$ cat src/rtl/patt_pkg.sv
// Shared definitions for the multi-pattern VGA test generator.
//   - Pattern mode encodings selected through mode_i.
//   - 3-bit {R,G,B} colour constants used by the pixel function.
package patt_pkg;

  typedef logic [2:0] rgb_t;

  localparam logic [1:0] MODE_BAND   = 2'd0;
  localparam logic [1:0] MODE_BARS   = 2'd1;
  localparam logic [1:0] MODE_CHECK  = 2'd2;
  localparam logic [1:0] MODE_SCROLL = 2'd3;

  localparam rgb_t BLACK   = 3'b000;
  localparam rgb_t BLUE    = 3'b001;
  localparam rgb_t GREEN   = 3'b010;
  localparam rgb_t CYAN    = 3'b011;
  localparam rgb_t RED     = 3'b100;
  localparam rgb_t MAGENTA = 3'b101;
  localparam rgb_t YELLOW  = 3'b110;
  localparam rgb_t WHITE   = 3'b111;

endpackage

$ cat src/rtl/patt_pixel_fn.sv
// Combinational pixel colour for one coordinate.
// Ports:
//   mode_i    active pattern (registered mode in the top)
//   pos_i     scroll bar left edge (registered position in the top)
//   column_i  current pixel column
//   row_sq_i  row bit that selects the checkerboard square row
//   de_i      active-video enable; black when low
//   rgb_o     {R,G,B} colour
module patt_pixel_fn
  import patt_pkg::*;
#(
  parameter int H_ACTIVE = 640,
  parameter int COL_W    = 10,
  parameter int X0       = 213,
  parameter int X1       = 426,
  parameter int SQ_LOG2  = 5,
  parameter int BAR_W    = 64
) (
  input  logic [1:0]       mode_i,
  input  logic [COL_W-1:0] pos_i,
  input  logic [COL_W-1:0] column_i,
  input  logic             row_sq_i,
  input  logic             de_i,
  output rgb_t             rgb_o
);

  localparam int BAR_SPAN = H_ACTIVE / 8;

  logic [2:0]              bar_k;
  logic signed [COL_W+1:0] diff;

  // Colour-bar index from constant edges; columns past the last edge stay in bar 7.
  always_comb begin
    bar_k = '0;
    for (int i = 1; i < 8; i++) begin
      if (int'(column_i) >= i * BAR_SPAN) bar_k = 3'(i);
    end
  end

  // Distance from the bar's left edge, folded into 0..H_ACTIVE-1 so the bar
  // wraps across the right edge of the screen.
  always_comb begin
    diff = $signed({2'b00, column_i}) - $signed({2'b00, pos_i});
    if (diff < 0) diff = diff + $signed((COL_W+2)'(H_ACTIVE));
  end

  always_comb begin
    rgb_o = BLACK;
    if (de_i) begin
      case (mode_i)
        MODE_BAND:  rgb_o = (int'(column_i) > X0 && int'(column_i) < X1) ? RED : GREEN;
        MODE_BARS:  rgb_o = WHITE - bar_k;
        MODE_CHECK: rgb_o = (column_i[SQ_LOG2] ^ row_sq_i) ? WHITE : BLACK;
        default:    rgb_o = (diff < $signed((COL_W+2)'(BAR_W))) ? BLUE : BLACK;
      endcase
    end
  end

endmodule

$ cat src/rtl/patt_gen_multi.sv
// Registered multi-pattern test generator for the VGA display path.
// Produces one {R,G,B} pixel per clock, one cycle after the coordinates.
// Pattern mode and scroll position change only at the end of a frame.
// Ports:
//   clk_i        pixel clock
//   rst_ni       asynchronous active-low reset
//   row_i        current line
//   column_i     current pixel
//   de_i         active-video enable
//   mode_i       requested pattern, sampled at end of frame
//   freeze_i     hold the scroll position at end of frame
//   rgb_o        registered pixel colour
//   de_o         de_i delayed one cycle
//   frame_end_o  one-cycle pulse following the last active pixel
module patt_gen_multi
  import patt_pkg::*;
#(
  parameter int H_ACTIVE = 640,
  parameter int V_ACTIVE = 480,
  parameter int COL_W    = 10,
  parameter int ROW_W    = 9,
  parameter int X0       = 213,
  parameter int X1       = 426,
  parameter int SQ_LOG2  = 5,
  parameter int BAR_W    = 64,
  parameter int SPEED    = 4
) (
  input  logic             clk_i,
  input  logic             rst_ni,
  input  logic [ROW_W-1:0] row_i,
  input  logic [COL_W-1:0] column_i,
  input  logic             de_i,
  input  logic [1:0]       mode_i,
  input  logic             freeze_i,
  output logic [2:0]       rgb_o,
  output logic             de_o,
  output logic             frame_end_o
);

  logic [1:0]       mode_q;
  logic [COL_W-1:0] pos_q;
  logic [COL_W-1:0] pos_next;
  logic [COL_W:0]   pos_sum;
  logic             eof;
  rgb_t             pix_p0;
  rgb_t             rgb_p1;
  logic             vld_p1;
  logic             eof_p1;

  assign eof = de_i && (row_i == ROW_W'(V_ACTIVE - 1)) && (column_i == COL_W'(H_ACTIVE - 1));

  // One extra bit keeps pos_q + SPEED from overflowing before the wrap compare.
  assign pos_sum  = {1'b0, pos_q} + (COL_W+1)'(SPEED);
  assign pos_next = (pos_sum >= (COL_W+1)'(H_ACTIVE))
                  ? COL_W'(pos_sum - (COL_W+1)'(H_ACTIVE))
                  : pos_sum[COL_W-1:0];

  always_ff @(posedge clk_i or negedge rst_ni) begin
    if (!rst_ni) begin
      mode_q <= MODE_BAND;
      pos_q  <= '0;
    end else if (eof) begin
      mode_q <= mode_i;
      if (!freeze_i) pos_q <= pos_next;
    end
  end

  // Stage p0: pixel function on the incoming coordinate.
  patt_pixel_fn #(
    .H_ACTIVE (H_ACTIVE),
    .COL_W    (COL_W),
    .X0       (X0),
    .X1       (X1),
    .SQ_LOG2  (SQ_LOG2),
    .BAR_W    (BAR_W)
  ) u_pixel_fn (
    .mode_i   (mode_q),
    .pos_i    (pos_q),
    .column_i (column_i),
    .row_sq_i (row_i[SQ_LOG2]),
    .de_i     (de_i),
    .rgb_o    (pix_p0)
  );

  // Stage p1: output register.
  always_ff @(posedge clk_i or negedge rst_ni) begin
    if (!rst_ni) begin
      rgb_p1 <= BLACK;
      vld_p1 <= 1'b0;
      eof_p1 <= 1'b0;
    end else begin
      rgb_p1 <= pix_p0;
      vld_p1 <= de_i;
      eof_p1 <= eof;
    end
  end

  assign rgb_o       = rgb_p1;
  assign de_o        = vld_p1;
  assign frame_end_o = eof_p1;

endmodule

$ cat config.mk
export PLATFORM = sky130hd
export DESIGN_NAME = patt_gen_multi
export DESIGN_NICKNAME = d
export VERILOG_FILES = /design/src/rtl/patt_pkg.sv /design/src/rtl/patt_pixel_fn.sv /design/src/rtl/patt_gen_multi.sv
export SDC_FILE = /design/constraint.sdc
export NUM_CORES = 1
export LEC_CHECK = 0
export CORE_MARGIN = 2
export CORE_UTILIZATION = 25
export DETAILED_ROUTE_END_ITERATION = 10
export GPL_TIMING_DRIVEN = 0
export HOLD_SLACK_MARGIN = 0.05
export PLACE_DENSITY = 0.48
export SYNTH_ARGS = -nofsm -noshare
export SYNTH_HDL_FRONTEND = slang
export SYNTH_SLANG_ARGS = --single-unit
$ cat constraint.sdc
create_clock -name clk_i -period 2.9 [get_ports clk_i]
set_input_delay 0.435 -clock clk_i [delete_from_list [all_inputs] [get_ports clk_i]]
set_output_delay 0.435 -clock clk_i [all_outputs]
set_load 0.01 [all_outputs]
### Word-level counts from Yosys, hierarchy flattened

Index checks and enable logic that the tools add are counted.

* $add $sub $neg: 5
* bitwise logic cells: 2
* magnitude comparators: 12
* reductions and logical operators: 5
* multiplexer cells: 14
* eq/ne operators: 4

Operator list (number)
* $ge A10 B9 Y1 const B: 3
* $mux W3: 7
* $ge A10 B8 Y1 const B: 2
* $add A11 B11 Y12 const B: 1
* $lt A12 B8 Y1 const B: 1
* $mux W12: 1
* $add A10 B3 Y11 const B: 1
* $ge A11 B10 Y1 const B: 1
* $lt A11 B1 Y1 const B: 1
* $sub A10 B10 Y11: 1
* $eq A10 B10 Y1 const B: 1
* $ge A10 B10 Y1 const B: 1
* $ge A10 B7 Y1 const B: 1
* $gt A10 B8 Y1 const B: 1
* $lt A10 B9 Y1 const B: 1
* $mux W10: 1
* $sub A10 B10 Y10 const B: 1
* $eq A9 B9 Y1 const B: 1
* $pmux W3 S3: 1
* $mux W2: 2
* $logic_and A1 B1 Y1: 3
* $sub A3 B3 Y3 const A: 1
* $eq A2 B1 Y1 const B: 1
* $eq A2 B2 Y1 const B: 1
* 5 further kinds: 6

* input port bits: 25
* flip-flop bits (word level): 17
* word-level logic and storage cells: 47

### Longest topological paths before layout

Gate-level depths: netlist of the first run.

* depth after elaboration: 11
* depth in mapped cells: 10
* gate-level depth less buffers: 9

### By module

Synthesis of the first run repeated with hierarchy kept, for this count alone.

* cells, all modules: 198
* area total of the unflattened synthesis: 1691.6 µm²

Modules (own cells, without submodules)
* patt_gen_multi: area each 1002.2 µm², cells each 102, instances 1
* patt_pixel_fn: area each 689.4 µm², cells each 96, instances 1

### Worst setup path before layout of the first run

Ideal clock, no wire load.

* path kind: input to register
* start point: input port column_i[4]
* end point: register rgb_p1[0] (netlist: rgb_o[0])
* setup slack: 0.458 ns
* cell stages on the path: 8
* arrival: 2.350 ns
* buffers on the path: 0
* cells stage by stage: ha_1 > o21ai_0 > or2b_2 > and3_4 > o31a_1 > or4_1 > o211a_1 > o31ai_2

* cells in the longest elaborated chain, start to end: 11
* elaborated cells between the ends (all ways): 23
* classes of those cells: add/sub (3); order compare (9); mux (11)

Ends and longest elaborated chain
* start: declaration: line patt_gen_multi.sv:31 `input logic [COL_W-1:0] column_i,`
* parallel branches: the longest is 9 deep, another holds $add A11 B11 Y12
* $pmux W3 S3 (*): line patt_pixel_fn.sv:50 `case (mode_i)`
* $mux W3 (*): line patt_pixel_fn.sv:49 `if (de_i) begin`
* via pix_p0[0]: line patt_gen_multi.sv:45 `rgb_t pix_p0;`
* end signal: assignment: line patt_gen_multi.sv:92 `rgb_p1 <= pix_p0;`
* end: declaration: line patt_gen_multi.sv:46 `rgb_t rgb_p1;`

Mark *: on every way through the listed nets, which the timed path passes.
A chain may end at the register's enable or synchronous reset.

### Worst setup path after layout of the first run

* start point: input port column_i[8]
* end point: register rgb_p1[0] (netlist: rgb_o[0])

The elaborated chain is that of the path after synthesis.

==> results of run 1 <==
synthesized netlist by cell type, types with 2 or more instances:
cell / number
a211oi_1: 2
a21oi_1: 5
a221oi_1: 3
a22o_1: 2
a31oi_1: 3
and3_1: 4
clkbuf_1: 4
dfrtp_1: 15
ha_1: 10
inv_1: 9
nand2_1: 17
nand2b_1: 2
nand3_1: 4
nand4_1: 3
nand4b_1: 2
nor2_1: 4
nor3_1: 6
nor3b_1: 2
o21a_1: 3
o21ai_0: 6
o31a_1: 3
o31ai_1: 2
or4_1: 2
xnor2_1: 9
metal layers:
layer	global-route usage (%)	wire length, microns
met5	0	0
met3	1.07	117
met2	22.0	1680
met1	15.8	1610
met4	4.18	36
flip-flops by register name, indices dropped and copies added, names as in the netlist:
| name | count |
|---|---|
| mode_q | 2 |
| rgb_o | 3 |
| pos_q | 8 |
| frame_end_o | 1 |
| de_o | 1 |
metrics by stage:
step	utilization, %	hold WS (ns)	instance area [sq um]
finish	34.2	0.556	1730
global route	34.2	0.586	1730
CTS	34.0	0.559	1720
detailed placement	33.1	0.549	1680
global placement	33.1	0.542	1680
floorplan	-	0.139	1300
layout make-up:
cell class	count	area, sq um	area share [%]
buffer	4	15.0	0.866
clock buffer	3	41.3	2.38
clock inverter	1	5.00	0.289
inverter	9	33.8	1.95
multi-input combinational	121	885	51.0
sequential	15	375	21.6
tap	70	87.6	5.05
timing repair buffer	29	292	16.8
where the power goes:
part	internal (uW)	switching (uW)	leakage, uW
clock network	95.0	77.0	0.0000255
registers	211	0.668	0.000195
logic	59.8	48.4	0.000467
total	366	126	0.000687
critical path: cells and delay by family:
kind	cells	cell delay, ns
AOI/OAI and AO/OA	3	0.48
adders and majority gates	1	0.41
buffers and inverters	1	0.56
and+or+nand+nor	3	1.03
kinds of logic (layout without fill, tap and decap cells):
kind of cell / count (synthesis) / after routing / share of synthesized area (%)
AOI/OAI and AO/OA: 42 / 42 / 24.5
buffers and inverters: 13 / 46 / 3.75
muxes: 1 / 1 / 0.769
xor gates and xnor gates: 10 / 10 / 6.73
adders and majority gates: 11 / 11 / 10.4
DFF: 15 / 15 / 28.8
and+or+nand+nor: 57 / 57 / 25.0
how the worst min path moves through the flow:
stage               startpoint        to  slack (ns)  depth (start not counted)
floorplan               rst_ni      de_o        0.14                          0
global placement      pos_q[5]  pos_q[5]        0.54                          1
detailed placement    pos_q[9]  pos_q[9]        0.55                          1
CTS                   pos_q[5]  pos_q[5]        0.56                          1
global route          pos_q[2]  pos_q[2]        0.59                          1
finish                pos_q[2]  pos_q[2]        0.56                          1
==> flow_metrics.env, run 1 <==
export IMPL_r2r_end="rgb_o[0]"
export IMPL_cap_violations=0
export IMPL_wire_per_inst_microns=13.7
export IMPL_cts_hold_buf=0
export IMPL_wl_microns=3440
export IMPL_fin_ws_ns=0.138
export IMPL_synth_warnings=0
export IMPL_crit_path_max_incr_delay_ns=0.56
export IMPL_timing_fmax_mhz=362
export IMPL_finalSetupViolCount=0
export IMPL_dieArea_sq_um=5800
export IMPL_powerDensity_nw_per_um2=284
export IMPL_yosysTopAreaCell="dfrtp_1"
export IMPL_path_cells="clkdlybuf4s50_1 -> ha_1 -> or4_1 -> o221ai_1 -> nor3_1 -> or4_1 -> o211a_1 -> o31ai_2"
export IMPL_final_common_cell="clkdlybuf4s50_1"
export IMPL_crit_end="rgb_o[0]"
export IMPL_cts_resized=1
export IMPL_fin_skew_ns=0.00293
export IMPL_core_rowCount=26
export IMPL_post_cts_repair_setup_buffers=0
export IMPL_dieWidth_microns=76.1
export IMPL_synthArstFlopShare_pct=100
export IMPL_fillerInstances=551
export IMPL_final_max_slew_viol_count=0
export IMPL_avgSynthCellArea_sq_um=8.73
export IMPL_reg2reg_from="pos_q[8]"
export IMPL_ys_types=51
export IMPL_ant_nets=0
export IMPL_track_usage_pct=12.4
export IMPL_rrSetupSlack_ns=0.23
export IMPL_dp_hpwl_microns=2790
export IMPL_synthToLayoutAreaGrowth_pct=33.3
export IMPL_place_inst=248
export IMPL_finalCritPeriodShare_pct=95.2
export IMPL_rsz0062_at_grt="no"
export IMPL_cts_tree="built"
export IMPL_fin_nets=218
export IMPL_viasPerCell=5.06
export IMPL_grt_pass1_vias=1317
export IMPL_dr_pass1_iters=4
export IMPL_antennaDiodeCount=0
export IMPL_reg2reg_depth=9
export IMPL_crit_path_top_delay_cell="clkdlybuf4s50_1"
export IMPL_cts_root_buf="clkbuf_8"
export IMPL_core_area_sq_um=5070
export IMPL_drtIter0Drc=46
export IMPL_io_pins=30
export IMPL_min_path_type="flop to flop"
export IMPL_antenna_found_initial=0
export IMPL_cts_buffer_depth=2
export IMPL_grt_max_degree=16
export IMPL_crit_start="column_i[8]"
export IMPL_place_ws_ns=-0.323
export IMPL_worstMarginPinSlew_ns=0.730
export IMPL_grt_overflow_total=0
export IMPL_vias=1276
export IMPL_synthTopCellsByArea="dfrtp_1 29%, ha_1 9.6%, xnor2_1 6.1%"
export IMPL_drive_gt1_share_pct=7.14
export IMPL_outcome="finished, final reports clean"
export IMPL_p_total_uw=492
export IMPL_cts_made_buffers=3
export IMPL_power_leakage_uw=0.000687
export IMPL_synth_edf_count=0
export IMPL_path_clk_slew_ns=0.07
export IMPL_yosysSeqAreaShare_pct=28.8
export IMPL_grt_pass1_wl_microns=6010
export IMPL_start_util_pct=25.6
export IMPL_gp_congestion=0.815
export IMPL_cp_data_arrival_time_ns=2.92
export IMPL_crit_type="input port to flop"
export IMPL_cp_start_kind="input port"
export IMPL_h_tree_depth=1
export IMPL_ys_seq_elements=15
export IMPL_synth_nets=184
export IMPL_cp_data_required_time_ns=3.06
export IMPL_finalHoldViolations=0
export IMPL_vdd_drop_max_v=0.000106
export IMPL_endpoint_kind="flop"
export IMPL_cp_max_fo=8
export IMPL_post_route_min_period_ns=2.76
export IMPL_syn_instance_count=149
export IMPL_fin_setup_tns_ns=0
export IMPL_synth_top_flop_cell="dfrtp_1"
export IMPL_final_cell_mix="27 x clkdlybuf4s50_1, 17 x nand2_1, 15 x dfrtp_1, 10 x ha_1"
export IMPL_io_buffers=29
export IMPL_crit_path_frequent_cell="or4_1"
export IMPL_slew_headroom_pct=51.2
export IMPL_yosys_area_top_type_share_pct=28.8
export IMPL_synth_area_sq_um=1300
export IMPL_drc=0
export IMPL_worstSkewPairLatency_ns=0.25
export IMPL_stdcell_count=252
export IMPL_die_y_microns=76.1
export IMPL_clock_sinks=15
Power figures use the tool's default switching activity.
==> inputs of run 2 (changes only) <==
Settings changed: CAP_MARGIN set to 20, CORE_UTILIZATION 25 to 50, PLACE_DENSITY 0.48 to 0.82.
==> flow_metrics.env, run 2 (synthesized netlist as in run 1, its figures left out) <==
export IMPL_dieWidth_microns=55.0
export IMPL_viasPerCell=6.04
export IMPL_cp_data_required_time_ns=3.09
export IMPL_place_inst=208
export IMPL_endpoint_kind="flop"
export IMPL_powerDensity_nw_per_um2=265
export IMPL_grt_pass1_wl_microns=5240
export IMPL_cts_root_buf="clkbuf_4"
export IMPL_crit_path_top_delay_cell="clkdlybuf4s50_1"
export IMPL_slew_headroom_pct=55.4
export IMPL_fin_nets=218
export IMPL_use_met2_pct=41.7
export IMPL_h_tree_depth=1
export IMPL_timing_fmax_mhz=356
export IMPL_io_buffers=29
export IMPL_track_usage_pct=23.5
export IMPL_drtIter0Drc=17
export IMPL_critical_path_top_delay_family="compound AO/OA/AOI/OAI gates"
export IMPL_post_route_min_period_ns=2.81
export IMPL_regMostFlops="pos_q"
export IMPL_rsz0062_at_grt="no"
export IMPL_finalCritPeriodShare_pct=96.8
export IMPL_cts_buffer_depth=2
export IMPL_antennaDiodeCount=0
export IMPL_use_met1_pct=29.3
export IMPL_drc=0
export IMPL_crit_type="input port to flop"
export IMPL_finalHoldViolations=0
export IMPL_wire_per_inst_microns=14.6
export IMPL_fin_ws_ns=0.0929
export IMPL_grt_overflow_total=0
export IMPL_grt_max_degree=16
export IMPL_gp_congestion=0.811
export IMPL_fin_skew_ns=0.00562
export IMPL_dieArea_sq_um=3030
export IMPL_cts_hold_buf=0
export IMPL_power_leakage_uw=0.000667
export IMPL_start_util_pct=52.5
export IMPL_grt_pass1_vias=1268
export IMPL_finalSetupViolCount=0
export IMPL_cap_violations=0
export IMPL_path_clk_slew_ns=0.09
export IMPL_io_pins=30
export IMPL_vdd_drop_max_v=0.000204
export IMPL_crit_path_max_incr_delay_ns=0.48
export IMPL_place_ws_ns=-0.294
export IMPL_fin_setup_tns_ns=0
export IMPL_worstMarginPinSlew_ns=0.668
export IMPL_die_y_microns=55.0
export IMPL_cts_made_buffers=3
export IMPL_cp_max_fo=4
export IMPL_stdcell_count=212
export IMPL_largest_reg_flops=8
export IMPL_dp_hpwl_microns=2480
export IMPL_grt_busiest_layer="met2"
export IMPL_worstSkewPairLatency_ns=0.28
export IMPL_final_common_cell="clkdlybuf4s50_1"
export IMPL_final_max_slew_viol_count=0
export IMPL_outcome="finished, final reports clean"
export IMPL_dr_pass1_iters=5
export IMPL_cp_data_arrival_time_ns=3.00
export IMPL_path_buf_inv=1
export IMPL_fin_hold_ws_ns=0.558
export IMPL_core_area_sq_um=2480
export IMPL_ant_nets=0
export IMPL_synthToLayoutAreaGrowth_pct=27.3
export IMPL_cts_tree="built"
export IMPL_fin_util_pct=66.9
export IMPL_cp_start_kind="input port"
export IMPL_post_cts_repair_setup_buffers=0
export IMPL_use_met3_pct=1.61
export IMPL_clock_sinks=15
export IMPL_vias=1280
export IMPL_wl_microns=3090
export IMPL_drive_gt1_share_pct=6.59
export IMPL_antenna_found_initial=0
export IMPL_min_path_type="input port to async pin"
export IMPL_final_cell_mix="28 x clkdlybuf4s50_1, 17 x nand2_1, 15 x dfrtp_1, 10 x ha_1"
export IMPL_path_cells="clkdlybuf4s50_1 -> ha_1 -> a2111o_1 -> and3_4 -> o31a_1 -> or4_1 -> o211a_1 -> o31ai_2"
export IMPL_core_rowCount=18
## run 2: where the power goes
group	total [uW]	switching [uW]	internal [uW]
Clock	120	67.0	53.2
Combinational	107	46.9	59.9
Sequential	212	0.626	211
Total	439	115	324
## run 2: final timing paths
check / cells past startpoint / to / slack [ns] / from
hold reg to reg: 1 / pos_q[2] / 0.56 / pos_q[2]
min in group clk_i: 1 / pos_q[2] / 0.56 / pos_q[2]
setup reg to reg: 9 / rgb_o[0] / 0.22 / pos_q[4]
hold / removal: 1 / pos_q[9] / 0.56 / rst_ni
setup / recovery: 8 / rgb_o[0] / 0.09 / column_i[3]
max in group asynchronous: 1 / pos_q[7] / 1.92 / rst_ni
## run 2: repair_timing
action | CTS | global route
endpoints found under the setup margin | 1 | 5
pin swaps | 0 | 0
gates resized for setup | 1 | 1
## run 2: layout make-up
| cell class | instances | area, sq um |
|---|---|---|
| clock buffer | 4 | 26.3 |
| sequential | 15 | 375 |
| inverter | 9 | 33.8 |
| tap | 30 | 37.5 |
| multi-input combinational | 121 | 880 |
| buffer | 4 | 15.0 |
| timing repair buffer | 29 | 289 |
| fill | 208 | 821 |
## run 2: through the flow
stage	power (uW)	cell area, sq um
after floorplan	264	1300
after global placement	318	1630
after detailed placement	323	1630
after CTS	437	1650
after global routing	460	1660
final	439	1660
## run 2: per-layer routing
layer / share of wire (%) / routed length, microns
met5: 0 / 0
met4: 1.7 / 52
met3: 2.8 / 88
met2: 49 / 1510
met1: 47 / 1440
==> inputs of run 3 (changes only) <==
Settings changed: CAP_MARGIN 20 to 10, CORE_UTILIZATION 50 to 40, PLACE_DENSITY 0.82 to 0.68.
==> flow_metrics.env, run 3 (synthesized netlist as in run 1, its figures left out) <==
export IMPL_outcome="finished, final reports clean"
export IMPL_place_inst=222
export IMPL_powerDensity_nw_per_um2=262
export IMPL_antennaDiodeCount=0
export IMPL_start_util_pct=42.3
export IMPL_fin_nets=218
export IMPL_ant_nets=0
export IMPL_power_leakage_uw=0.000677
export IMPL_finalCritPeriodShare_pct=95.0
export IMPL_track_usage_pct=19.0
export IMPL_wire_per_inst_microns=14.0
export IMPL_post_route_min_period_ns=2.76
export IMPL_path_clk_slew_ns=0.09
export IMPL_cp_data_arrival_time_ns=2.96
export IMPL_cts_tree="built"
export IMPL_synthToLayoutAreaGrowth_pct=29.0
export IMPL_cts_made_buffers=3
export IMPL_pwr_share_comb_pct=24.3
export IMPL_io_buffers=29
export IMPL_fin_setup_tns_ns=0
export IMPL_cp_data_required_time_ns=3.10
export IMPL_r2r_end="rgb_o[0]"
export IMPL_core_rowCount=20
export IMPL_rrSetupSlack_ns=0.22
export IMPL_slew_headroom_pct=55.3
export IMPL_reg2reg_depth=9
export IMPL_cts_buffer_depth=2
export IMPL_core_area_sq_um=3080
export IMPL_drive_gt1_share_pct=7.14
export IMPL_die_y_microns=61.0
export IMPL_dieWidth_microns=61.0
export IMPL_final_max_slew_viol_count=0
export IMPL_wl_microns=3150
export IMPL_p_clk_share_pct=27.5
export IMPL_reg2reg_from="pos_q[8]"
export IMPL_clock_sinks=15
export IMPL_final_cell_mix="28 x clkdlybuf4s50_1, 17 x nand2_1, 15 x dfrtp_1, 10 x ha_1"
export IMPL_use_met3_pct=0.840
export IMPL_cp_start_kind="input port"
export IMPL_grt_max_degree=16
export IMPL_regMostFlops="pos_q"
export IMPL_antenna_found_initial=0
export IMPL_gp_congestion=0.892
export IMPL_grt_overflow_total=0
export IMPL_grt_pass1_wl_microns=5400
export IMPL_use_met1_pct=28.0
export IMPL_vias=1256
export IMPL_endpoint_kind="flop"
export IMPL_cap_violations=0
export IMPL_cp_max_fo=4
export IMPL_min_path_type="input port to async pin"
export IMPL_power_frac_seq_pct=48.2
export IMPL_p_sw_share_pct=26.6
export IMPL_finalSetupViolCount=0
export IMPL_vdd_drop_max_v=0.000148
export IMPL_dp_hpwl_microns=2480
export IMPL_crit_type="input port to flop"
export IMPL_h_tree_depth=1
export IMPL_finalHoldViolations=0
export IMPL_io_pins=30
export IMPL_internal_power_uw=323
export IMPL_stdcell_count=226
export IMPL_timing_fmax_mhz=363
export IMPL_worstMarginPinSlew_ns=0.669
export IMPL_dieArea_sq_um=3730
export IMPL_drtIter0Drc=108
export IMPL_viasPerCell=5.56
export IMPL_final_common_cell="clkdlybuf4s50_1"
export IMPL_grt_pass1_vias=1183
export IMPL_p_sw_uw=117
export IMPL_grt_busiest_layer="met2"
export IMPL_largest_reg_flops=8
export IMPL_cts_root_buf="clkbuf_4"
export IMPL_dr_pass1_iters=4
export IMPL_crit_start="column_i[3]"
export IMPL_rsz0062_at_grt="no"
export IMPL_worstSkewPairLatency_ns=0.28
export IMPL_post_cts_repair_setup_buffers=0
export IMPL_drc=0
export IMPL_fin_skew_ns=0.00182
export IMPL_use_met2_pct=30.1
run 3: timing repair:
item | CTS | global route
endpoints found under the setup margin | 0 | 7
hold buffers | 0 | 0
resized for setup | 0 | 2
run 3: cell type report:
type	count	area [sq um]
buffer	4	15.0
tap	44	55.1
fill	286	1400
multi-input combinational	121	880
timing repair buffer	29	293
clock inverter	1	5.00
clock buffer	3	22.5
sequential	15	375
inverter	9	33.8
run 3: per-stage QoR:
step | setup slack, ns | util, % | area (sq um) | total power, uW | hold WS (ns)
finish | 0.144 | 54.6 | 1680 | 440 | 0.551
global route | 0.0171 | 54.6 | 1680 | 464 | 0.588
CTS | 0.0135 | 54.4 | 1670 | 442 | 0.560
detailed placement | -0.273 | 53.5 | 1650 | 323 | 0.545
global placement | -0.239 | 53.5 | 1650 | 320 | 0.539
floorplan | 0.458 | - | 1300 | 264 | 0.139
run 3: power by group through the flow:
stage / sequential (uW) / clock, uW / combinational, uW
after floorplan: 217 / 0 / 46.5
after global placement: 216 / 0 / 104
after detailed placement: 216 / 0 / 107
after CTS: 212 / 123 / 107
after global routing: 212 / 133 / 119
final: 212 / 121 / 107
run 3: how the worst max path moves through the flow:
stage	slack (ns)	endpoint	depth (start not counted)
after floorplan	0.46	rgb_o[0]	8
after global placement	-0.24	rgb_o[0]	9
after detailed placement	-0.27	rgb_o[0]	9
after CTS	0.01	rgb_o[0]	9
after global routing	0.02	pos_q[8]	8
final	0.14	rgb_o[0]	8
run 3: routing by layer:
| metal | up-vias | routed length [microns] |
|---|---|---|
| li1 | 633 | - |
| met1 | 592 | 1570 |
| met2 | 29 | 1480 |
| met3 | 2 | 77 |
| met4 | 0 | 27 |
| met5 | - | 0 |
run 3: critical path: stages:
cell and delay (ns):
clkdlybuf4s50_1 0.56, ha_1 0.26, a2111o_1 0.42, and3_4 0.20
o31a_1 0.24, or4_1 0.47, o211a_1 0.16, o31ai_2 0.22
